$ cat src/rtl/rns_to_int_converter.sv
// Multi-cycle RNS {256,129} -> integer reverse converter using mixed-radix CRT.
// X = r256 + 256*(((r129 - r256) * 64) mod 129); the x64 is six mod-129 doublings.
module rns_to_int_converter #(
   parameter int DW        = 16,
   parameter int M_LO      = 129,
   parameter int INV_SHIFT = 6
) (
   input  logic          clk,
   input  logic          reset,
   input  logic          in_valid,
   output logic          in_ready,
   input  logic [DW-1:0] in_rns,
   output logic          out_valid,
   input  logic          out_ready,
   output logic [DW-1:0] out_int,
   output logic          out_err
);

   localparam logic [8:0] M9   = 9'(M_LO);
   localparam logic [2:0] LAST = 3'(INV_SHIFT - 1);

   typedef enum logic [1:0] {IDLE, DIFF, MUL, DONE} state_t;

   state_t     state, state_nxt;
   logic [7:0] r256, r129, t;
   logic       err;
   logic [2:0] cnt;

   logic [7:0] a;
   logic [8:0] diff, diff_mod, dbl, dbl_mod;

   assign in_ready = (state == IDLE);

   // r256 reduced into [0,128] so the 9-bit difference stays within one modulus of range
   assign a        = ({1'b0, r256} >= M9) ? 8'(({1'b0, r256} - M9)) : r256;
   assign diff     = {1'b0, r129} - {1'b0, a};
   assign diff_mod = diff[8] ? diff + M9 : diff;
   assign dbl      = {t, 1'b0};
   assign dbl_mod  = (dbl >= M9) ? dbl - M9 : dbl;

   always_ff @(posedge clk or negedge reset) begin
      if (!reset) state <= IDLE;
      else        state <= state_nxt;
   end

   always_comb begin
      state_nxt = state;
      case (state)
         IDLE: if (in_valid)              state_nxt = DIFF;
         DIFF:                            state_nxt = MUL;
         MUL:  if (cnt == LAST)           state_nxt = DONE;
         DONE: if (out_valid && out_ready) state_nxt = IDLE;
         default:                         state_nxt = IDLE;
      endcase
   end

   always_ff @(posedge clk or negedge reset) begin
      if (!reset) begin
         r256      <= '0;
         r129      <= '0;
         err       <= 1'b0;
         t         <= '0;
         cnt       <= '0;
         out_valid <= 1'b0;
         out_int   <= '0;
         out_err   <= 1'b0;
      end else begin
         case (state)
            IDLE: if (in_valid) begin
               r256 <= in_rns[15:8];
               r129 <= in_rns[7:0];
               err  <= ({1'b0, in_rns[7:0]} >= M9);
            end
            DIFF: begin
               t   <= err ? 8'h00 : diff_mod[7:0];
               cnt <= '0;
            end
            MUL: begin
               t   <= dbl_mod[7:0];
               cnt <= cnt + 3'd1;
            end
            DONE: begin
               // first DONE cycle registers the result; afterwards hold until handshake
               if (!out_valid) begin
                  out_valid <= 1'b1;
                  out_int   <= err ? '0 : ({t, 8'h00} + {8'h00, r256});
                  out_err   <= err;
               end else if (out_ready) begin
                  out_valid <= 1'b0;
               end
            end
            default: ;
         endcase
      end
   end

endmodule

$ cat config.mk
export PLATFORM = sky130hd
export DESIGN_NAME = rns_to_int_converter
export DESIGN_NICKNAME = d
export VERILOG_FILES = /design/src/rtl/rns_to_int_converter.sv
export SDC_FILE = /design/constraint.sdc
export NUM_CORES = 1
export LEC_CHECK = 0
export BUFFER_PORTS_ARGS = -buffer_cell sky130_fd_sc_hd__buf_2
export CAP_MARGIN = 20
export CORE_AREA = 2 2 79 100
export CTS_CLUSTER_DIAMETER = 30
export CTS_CLUSTER_SIZE = 8
export DETAILED_ROUTE_END_ITERATION = 6
export DIE_AREA = 0 0 81 102
export PLACE_DENSITY_LB_ADDON = 0.05
export SETUP_SLACK_MARGIN = 0.1
export SLEW_MARGIN = 20
export SYNTH_ARGS = -nofsm -noshare
export SYNTH_HDL_FRONTEND = slang
export SYNTH_SLANG_ARGS = --single-unit
$ cat constraint.sdc
create_clock -name clk -period 3.92 [get_ports clk]
set_input_delay 0.196 -clock clk [delete_from_list [all_inputs] [get_ports clk]]
set_output_delay 0.196 -clock clk [all_outputs]
set_load 0.01 [all_outputs]
After elaboration in Yosys (flattened, before gate mapping)
Index checks and enable logic that the tools add are counted.
- add/sub/neg operators: 6
- $mul: 0
- divide/modulo/power cells: 0
- magnitude comparators: 3
- equal/unequal tests: 7
- shifts and indexed selects: 0
- multiplexer cells: 13
- bitwise gates (word level): 1
- reductions and logical operators: 6
- operators with widths (kind ; count):
    $mux W8 ; 4
    $add A16 B8 Y16 ; 1
    $ge A8 B8 Y1 const B ; 2
    $mux W16 ; 1
    $pmux W8 S2 ; 1
    $sub A8 B8 Y8 const B ; 2
    $ge A9 B8 Y1 const B ; 1
    $sub A8 B8 Y9 ; 1
    $add A8 B8 Y8 const B ; 1
    $pmux W2 S4 ; 1
    $mux W2 ; 3
    $ne A2 B2 Y1 const B ; 3
    $pmux W3 S2 ; 1
    $eq A2 B2 Y1 const B ; 2
    $reduce_and A2 Y1 ; 2
    $add A3 B1 Y3 const B ; 1
    $eq A3 B3 Y1 const B ; 1
    $reduce_and A3 Y1 ; 1
    $eq A2 B1 Y1 const B ; 1
    $logic_not A2 Y1 ; 1
    $mux W1 ; 2
    $reduce_bool A2 Y1 ; 1
    $logic_and A1 B1 Y1 ; 1
    $not A1 Y1 ; 1
- register bits: 48
- bits in latches: 0
- memory bits (writable): 0
- bits in read-only memories: 0
- input bits: 20
- output and inout port bits: 19
- word-level logic and storage cells: 45
- memories kept: 0

Logic depth before layout (Yosys ltp)
Gate-level depths: netlist of the first run.
- depth after elaboration: 7
- depth in mapped cells: 15
- mapped depth without buffers: 15

Worst setup path before layout of the first run
No wires, ideal clock.
- path kind: reg2reg
- start: register r256[4]
- end: register t[1]
- library setup time: 136 ps
- data arrival time: 3115 ps
- required time: 3784 ps
- setup slack: 669 ps
- cell stages (with the launch flop): 13
- path buffers: 0
- period minus slack after synthesis: 3251 ps
- cells stage by stage: dfrtp_1 or3_4 o41a_4 xnor2_1 ha_1 fa_1 nor2b_4 o2111ai_2 nand3_2 a31oi_4 mux2_1 a22oi_1 a21oi_1
- cells in the longest elaborated chain, start to end: 7
- elaborated cells on any way between the ends: 8
- classes of those cells: 3 x add/sub; 1 x order compare; 4 x mux
- ends and longest elaborated chain (item ; line ; text):
    start, declared ; 25 ; logic [7:0] r256, r129, t;
    start signal, assigned ; 70 ; r256 <= in_rns[15:8];
    $ge A8 B8 Y1 ; 35 ; assign a = ({1'b0, r256} >= M9) ? 8'(({1'b0, r256} - M9)) : r256;
    $mux W8 (*) ; 35 ;
    $sub A8 B8 Y9 (*) ; 36 ; assign diff = {1'b0, r129} - {1'b0, a};
    $add A8 B8 Y8 ; 37 ; assign diff_mod = diff[8] ? diff + M9 : diff;
    $mux W8 (*) ; 37 ;
    $mux W8 (*) ; 75 ; t <= err ? 8'h00 : diff_mod[7:0];
    $pmux W8 S2 (*) ; 68 ; case (state)
    end signal, assigned ; 75 ;
    end signal, assigned ; 79 ; t <= dbl_mod[7:0];
    end, declared ; 25 ;
Every way passes the cells marked *; elsewhere a longest branch is shown, timed or not.
A chain may end at the register's enable or synchronous reset.

Worst setup path after layout of the first run
- start: register r256[2]
- end: register t[6]
- cells in the longest elaborated chain, start to end: 7
- elaborated cells on any way between the ends: 8
- classes of those cells: 3 x add/sub; 1 x order compare; 4 x mux
- ends and longest elaborated chain (item ; line):
    $sub A8 B8 Y8 / $ge A8 B8 Y1 (equally long branches) ; 35
    $mux W8 (*) ; 35
    $sub A8 B8 Y9 (*) ; 36
    $add A8 B8 Y8 ; 37
    $mux W8 (*) ; 37
    $mux W8 (*) ; 75
    $pmux W8 S2 (*) ; 68
Marked as above.

==> results of run 1 <==
==> repair_timing <==
item                                    in CTS  in global routing
setup buffers                                0                  2
endpoints found under the setup margin       0                  2
endpoints found under the hold margin        0                  0
==> critical path, cell delays in order, from the launching register on <==
cell and delay, ns:
dfrtp_1 0.45, or3_4 0.40, o41a_4 0.48, xnor2_1 0.24
ha_1 0.26, fa_1 0.48, inv_1 0.09, ha_1 0.16
inv_1 0.05, nor3_1 0.33, nand4_1 0.16, xor2_1 0.17
o221ai_1 0.20
==> metrics by stage <==
step	std cells	area, sq um	hold slack [ns]
finish	421	3250	-0.0179
global route	421	3250	0.0340
CTS	419	3240	0.0122
detailed placement	412	3150	0.344
global placement	412	3150	0.347
floorplan	291	2870	-0.0996
==> cells in the mapped netlist (all sizes together) (2+ instances only) <==
cell / number
nor3: 7
a22oi: 2
mux2i: 2
clkbuf: 10
mux2: 18
xnor2: 11
or3: 2
nor2: 12
nand2: 35
xor2: 10
nor2b: 3
ha: 17
nand3: 12
dfrtp: 48
o31ai: 5
o21ai: 21
nand2b: 16
a21oi: 8
o211ai: 2
nand3b: 3
inv: 19
o221ai: 6
a21o: 5
==> cells by family (layout without fill, tap and decap cells) <==
logic type               Yosys count  after routing  synth area share, %
AND/OR/NAND/NOR                   95             95                 17.2
flip-flops                        48             48                 41.9
multiplexers                      20             20                 7.77
adder cells (fa/ha/maj)           18             18                 8.12
buffers and inverters             30             68                 3.93
AO/OA/AOI/OAI                     59             59                 14.7
XOR/XNOR                          21             21                 6.42
==> cell type report <==
class | count | area [sq um] | area share (%)
multi-input combinational | 213 | 1550 | 47.7
sequential | 48 | 1200 | 36.9
timing repair buffer | 42 | 220 | 6.77
tap | 92 | 115 | 3.54
clock buffer | 6 | 82.6 | 2.54
inverter | 19 | 71.3 | 2.19
clock inverter | 1 | 8.76 | 0.269
==> state kept, by name, summed over array words and instances (netlist names) <==
signal / cells
cnt: 3
err: 1
out_err: 1
out_int: 16
out_valid: 1
r129: 8
r256: 8
state: 2
t: 8
==> layer usage <==
| metal | wire length (microns) | vias up | global-route usage [%] |
|---|---|---|---|
| li1 | - | 1086 | - |
| met1 | 2800 | 1026 | 20.9 |
| met2 | 3210 | 55 | 29.9 |
| met3 | 241 | 14 | 3.18 |
| met4 | 174 | 0 | 6.78 |
| met5 | 0 | - | 0 |
==> worst paths after layout <==
kind / startpoint / to / slack, ns / cells after the start
worst max-delay path: r256[2] / t[6] / 0.36 / 12
worst min-delay path: reset / cnt[2] / -0.02 / 2
worst max register to register: r256[2] / t[6] / 0.36 / 12
worst min register to register: out_int[10] / out_int[10] / 0.48 / 2
max in group asynchronous: reset / out_int[4] / 3.51 / 2
min in group clk: in_rns[14] / r256[6] / 0.12 / 2
==> impl_results.md, run 1 <==
* Outcome: finished, violations left
* Failing checks: negative hold slack
* First-pass GRT wire length at 10.8 mm
* Syn Area/Cell at 9.85 sq um
* Post-route ant nets at 0
* Die height at 102 microns
* CP Max Fanout at 6
* Asr flop ratio synth at 100%
* Root Buffer: clkbuf_8
* Number of max-cap violations at 0
* Post-CTS Resized at 0
* Most common flop cell mapped by yosys: dfrtp_1
* Fin util at 44.7%
* DRT Pass-1 Iters at 4
* Seq cells post-synth at 48
* Largest net degree at the start of global routing at 49
* Post-Syn Instances at 291
* Initial DRC count at 86
* Worst-Skew Late Latency at 0.30 ns
* Slack of the critical path at 0.355 ns
* Worst Setup Start Kind: register
* Post-synth EDFFs at 0
* Distinct cells, synth at between 40 and 50
* Routability cong. at between 0.8 and 0.9
* Vias per inst at 5.18
* Most common cell after layout, fill and taps aside: dfrtp_1
* Initial Util at 39.4%
* Die Width at ~81 microns
* Net Count, Synth at ~330
* Diodes inserted at 0
* Core Region at 7270 sq um
* Hold Vio Cnt, Final at 24
* Crit end category: register
* Row count at 35
* Worst EP required at 4.14 ns
* Worst-margin pin slew at roughly 0.8 ns
* Register area share after synthesis at 41.9%
* Area contributors post-synth: dfrtp_1 42%, ha_1 7.4%, mux2_2 6.7%
* Netlist area before placement at 2870 sq um
* Clk buf depth at 2
* Gr ovfl total at 0
* WP data arrival at 3.78 ns
* Fmax at 281 MHz
* Via Count at 2,181
* Final nets at 367
* Tot GR Track Use at 17.2%
* H-Tree Depth at 2
* Setup_tns at 0 ns
* Layout cells sized above 1 at about 22%
* Endpoints failing setup at 0
* Layout Skew at 0.00803 ns
* Largest area contributor in the netlist: dfrtp_1
* Wire length per cell at roughly 15 microns
* Min Tclk post-route at between 3 and 4 ns
* IO Port Bufs at 38
* Worst hold path class: in -> async
* CTS tree: built
* Vias in the first global route at 2,203
* Synthesis-to-finish area growth at 13.4%
* Fillers at slightly above 700
* Final Max Tran Viols at 0
* # DRC at 0
* Post-Place Worst Slack at between 0.3 and 0.4 ns
* # clock sinks at 48
* RSZ-0062 raised after global routing: false
* Cts hold-fix bufs at 0
* Ys Warns at 0
* IO Count at 39
* Commonest non-fill, non-tap cells in the layout: 48 x dfrtp_1, 38 x buf_2, 34 x nand2_1, 21 x o21ai_0, 19 x inv_1
* HPWL Detailed at 4.82 mm
* Setup CP Type: reg -> reg
* Reg clk slew, reported paths at around 0.090 ns
* Final WL at around 6.4 mm
* Initial antenna violation count at 0
* Post-route clock period utilization at 90.9%
* Die area at 8260 sq um
* Slew headroom at 47.3%
* Area fraction of the dominant cell type after synthesis at 41.9%
* Cts bufs inserted at 5
* Hold_ws at -0.0179 ns
Power of run 1 is left out: the tool's default activity adds up to more than one toggle a clock period on the data nets, which glitch-free logic cannot reach.
==> run 2, diff against run 1 <==
- CTS_BUF_LIST: not set -> sky130_fd_sc_hd__clkbuf_4 sky130_fd_sc_hd__clkbuf_8 sky130_fd_sc_hd__clkbuf_16
- clock period: 3.92 -> 3.25 ns (I/O delays scaled with it)
==> impl_results.md, run 2 (same netlist as run 1, synthesis figures left out) <==
* Outcome: finished, final reports clean
* Worst Setup Start Kind: register
* First-pass GRT wire length at 10.6 mm
* Cts bufs inserted at 5
* Largest net degree at the start of global routing at 30
* IO Count at 39
* Multi-input logic area at approximately 1800 sq um
* Slew headroom at between 40% and 50%
* Clk buf depth at 2
* Crit end category: register
* Wire length per cell at 14.5 microns
* Initial DRC count at 77
* Final Max Tran Viols at 0
* Worst EP required at 3.42 ns
* Initial antenna violation count at 0
* Endpoints failing setup at 0
* Vias in the first global route at 2,226
* CTS tree: built
* Die area at 8260 sq um
* HPWL Detailed at 4.90 mm
* Setup CP Type: reg -> reg
* Fmax at 309 MHz
* Worst-margin pin slew at 0.806 ns
* Layout Skew at 0.00634 ns
* Hold_ws at 0.0824 ns
* Hold Path Sink: r256[1]
* HP Start: in_rns[9]
* Vias per inst at 5.08
* Most common cell after layout, fill and taps aside: dfrtp_1
* Fin util at around half
* Layout cells sized above 1 at 38.5%
* Root Buffer: clkbuf_8
* Worst-Skew Late Latency at 0.31 ns
* Core Region at between 7000 and 8000 sq um
* Placement-stage cell area at around 3300 sq um
* Setup_tns at 0 ns
* Reg-to-Reg Start: r256[1]
* Min Tclk post-route at 3.24 ns
* Routability cong. at 0.839
* Die Width at 81 microns
* Post-route clock period utilization at 99.7%
* Tot GR Track Use at 16.7%
* Diodes inserted at 0
* CP Max Fanout at 5
* Largest register by flop count: out_int
* # DRC at 0
* Worst Reg-to-Reg Cells at 14
* Initial Util at 39.4%
* RR Endpoint: t[1]
* # clock sinks at 48
* WP data arrival at 3.41 ns
* Post-route cell area at 3780 sq um
* Worst reg2reg setup slack at 0.01 ns
* Synthesis-to-finish area growth at 31.8%
* H-Tree Depth at 2
* Row count at 35
* Commonest non-fill, non-tap cells in the layout: 48 x dfrtp_1, 38 x buf_2, 33 x nand2_1, 25 x buf_4, 19 x o21ai_0
* RSZ-0062 raised after global routing: true
* FF+latch area at 1200 sq um
* Hold path depth at 2
* IO Port Bufs at 38
* Final nets at 393
* Die height at 102 microns
* Largest register FFs at 16
* Worst hold path class: in -> reg
* Reg clk slew, reported paths at 0.09 ns
* DRT Pass-1 Iters at 4
* Via Count at 2,276
* Fillers at 682
* Gr ovfl total at 0
* Number of max-cap violations at 0
* Post-route ant nets at 0
* Final WL at 6.49 mm
* Hold Vio Cnt, Final at 0
-- run 2: cell types whose count changed in the layout (fill, tap and decap cells not counted), sizes merged --
cell	change
buf	+25
bufinv	+2
clkbuf	-1
clkinv	-1
dlygate4sd3	+1
inv	+1
-- run 2: final cells by class --
class / count / area share (%)
multi-input cells: 213 / 48.2
inverters: 19 / 1.89
clock buffers: 5 / 1.82
flip-flops and latches: 48 / 31.8
well taps: 92 / 3.05
repair buffers: 68 / 11.5
clock inverters: 3 / 1.82
-- run 2: worst max-delay path by stage --
stage             from  endpoint  slack [ns]  depth (start not counted)
6_report       r256[1]      t[1]        0.01                         14
4_1_cts        r256[4]      t[7]       -0.03                         13
3_5_place_dp   r256[0]      t[1]       -0.09                         13
3_3_place_gp   r256[0]      t[7]       -0.08                         14
5_1_grt        r256[1]      t[1]       -0.11                         15
2_1_floorplan  r256[1]      t[1]        0.11                         14
-- run 2: stage by stage --
stage | worst slack (ns) | std cells
floorplan | 0.106 | 291
global placement | -0.0774 | 433
detailed placement | -0.0903 | 433
CTS | -0.0279 | 446
global route | -0.113 | 448
finish | 0.00972 | 448
-- run 2: layer usage --
layer | wire length, microns | GRT usage (%)
met3 | 196 | 2.92
met4 | 104 | 5.22
met2 | 3470 | 30.2
met5 | 0 | 0
met1 | 2730 | 20.0
-- run 2: worst max-delay path: stages (launching register included) --
cell,delay [ns]
dfrtp_1,0.36
inv_2,0.07
ha_2,0.17
nand2b_4,0.13
o41a_4,0.51
nand2_4,0.13
xor2_4,0.18
ha_4,0.23
nor2b_4,0.13
o2111ai_2,0.18
nand3_2,0.16
a31oi_4,0.29
mux2_4,0.33
a22oi_2,0.15
a21oi_1,0.08
-- run 2: repair_timing --
action                                  4_1_cts  5_1_grt
endpoints found under the setup margin        8        8
pin swaps                                     5       11
hold buffers                                  1        0
hold endpoints to repair                     19        0
buffers inserted                              4        2
gates resized for setup                      17       27
Power of run 2 is left out for the same reason.
==> run 3, diff against run 2 <==
- clock period: 3.25 -> 3.9 ns (I/O delays scaled with it)
==> impl_results.md, run 3 (same netlist as run 1, synthesis figures left out) <==
* Failing checks: negative hold slack
* Final nets at between 300 and 400
* H-Tree Depth at 2
* Via Count at 2,192
* RSZ-0062 raised after global routing: false
* Diodes inserted at 0
* Initial Util at 39.4%
* Hold_ws at -0.0198 ns
* Worst Setup SP: r256[2]
* Synthesis-to-finish area growth at 13.9%
* Met3 Routed Length at 241 microns
* DRT Pass-1 Iters at 4
* Initial DRC count at 88
* Core Region at roughly 7300 sq um
* Cts hold-fix bufs at 0
* # clock sinks at between 40 and 50
* Clk buf depth at 2
* Min Tclk post-route at 3.52 ns
* Met1 wire length at between 2 and 3 mm
* Worst-margin pin slew at 0.790 ns
* Row count at 35
* Layout Skew at 0.00826 ns
* Setup CP Type: reg -> reg
* Layout cells sized above 1 at 23.1%
* Initial antenna violation count at 0
* Met2 wire length at 3.21 mm
* IO Port Bufs at 38
* Worst-Skew Late Latency at 0.31 ns
* Commonest non-fill, non-tap cells in the layout: 48 x dfrtp_1, 38 x buf_2, 34 x nand2_1, 21 x o21ai_0, 19 x inv_1
* CTS tree: built
* Final Max Tran Viols at 0
* CP Max Fanout at 6
* Largest net degree at the start of global routing at 49
* Crit end category: register
* Largest register by flop count: out_int
* Die Width at 81 microns
* Die area at around 8300 sq um
* # DRC at 0
* Reg clk slew, reported paths at ~0.090 ns
* Wire length per cell at 15.3 microns
* Largest register FFs at 16
* Most common cell after layout, fill and taps aside: dfrtp_1
* Worst hold path class: in -> async
* Endpoints failing setup at 0
* Fmax at 284 MHz
* Reg-to-Reg Start: r256[2]
* Die height at 102 microns
* Fillers at 722
* Vias in the first global route at 2,203
* Vias per inst at 5.21
* Post-route clock period utilization at 90.3%
* Gr ovfl total at 0
* Routability cong. at 0.839
* Worst EP required at around 4 ns
* Outcome: finished, violations left
* Final WL at around 6.4 mm
* Post-route ant nets at 0
* Slew headroom at a little under half
* Uppermost layer routed: met4
* WP data arrival at between 3 and 4 ns
* FF+latch area at roughly 1200 sq um
* Root Buffer: clkbuf_8
* Number of max-cap violations at 0
* Multi-input logic area at 1570 sq um
* HPWL Detailed at between 4 and 5 mm
* IO Count at 39
* Cts bufs inserted at 5
* Tot GR Track Use at 17.2%
* Setup_tns at 0 ns
* Hold Vio Cnt, Final at 32
* First-pass GRT wire length at 10.8 mm
* Worst Setup Start Kind: register
-- run 3: cell count changes in the layout (fill, tap and decap cells not counted), moves of 3 or more --
cell,previous run,this run
buf_4,25,4
ha_1,11,17
ha_4,5,0
xnor2_1,6,11
buf_6,4,0
xnor2_2,4,0
xor2_1,5,9
a21oi_1,5,8
a21oi_2,3,0
xor2_2,4,1
-- run 3: final timing paths --
kind	end	slack, ns	cells past startpoint
worst max-delay path	t[1]	0.38	12
worst min-delay path	cnt[2]	-0.02	2
worst max register to register	t[1]	0.38	12
worst min register to register	out_int[10]	0.48	2
max in group asynchronous	out_int[4]	3.49	2
min in group clk	r256[6]	0.11	2
-- run 3: worst max-delay path, stage by stage (launching register included) --
cell	delay, ns
dfrtp_1	0.45
or3_4	0.40
o41a_4	0.48
xnor2_1	0.24
ha_1	0.26
fa_1	0.28
nor2b_4	0.06
o2111ai_2	0.19
nand3_2	0.15
a31oi_4	0.23
mux2_1	0.36
a22oi_1	0.20
a21oi_1	0.09
-- run 3: metal layers --
metal	up-vias	track usage, %
li1	1087	-
met1	1024	20.9
met2	61	29.9
met3	20	3.18
met4	0	6.78
met5	-	0
-- run 3: what timing repair did --
item                                    4_1_cts  5_1_grt
setup buffers                                 0        2
endpoints found under the setup margin        0        3
hold endpoints to repair                      0        0
resized for setup                             0        2
-- run 3: through the flow --
| stage | cell area (sq um) | cells | util [%] | hold slack (ns) | setup WS, ns |
|---|---|---|---|---|---|
| floorplan | 2870 | 291 | - | -0.101 | 0.649 |
| global placement | 3150 | 412 | 43.3 | 0.346 | 0.320 |
| detailed placement | 3150 | 412 | 43.3 | 0.343 | 0.293 |
| CTS | 3240 | 419 | 44.5 | 0.0112 | 0.264 |
| global route | 3260 | 421 | 44.9 | 0.0330 | 0.100 |
| finish | 3260 | 421 | 44.9 | -0.0198 | 0.380 |
-- run 3: final cells by class --
class	count	share of cell area, %
Multi-Input combinational cell	213	47.9
Sequential cell	48	36.8
Timing Repair Buffer	42	6.75
Tap cell	92	3.53
Clock buffer	6	2.53
Inverter	19	2.18
Clock inverter	1	0.268
Power of run 3 is left out for the same reason.
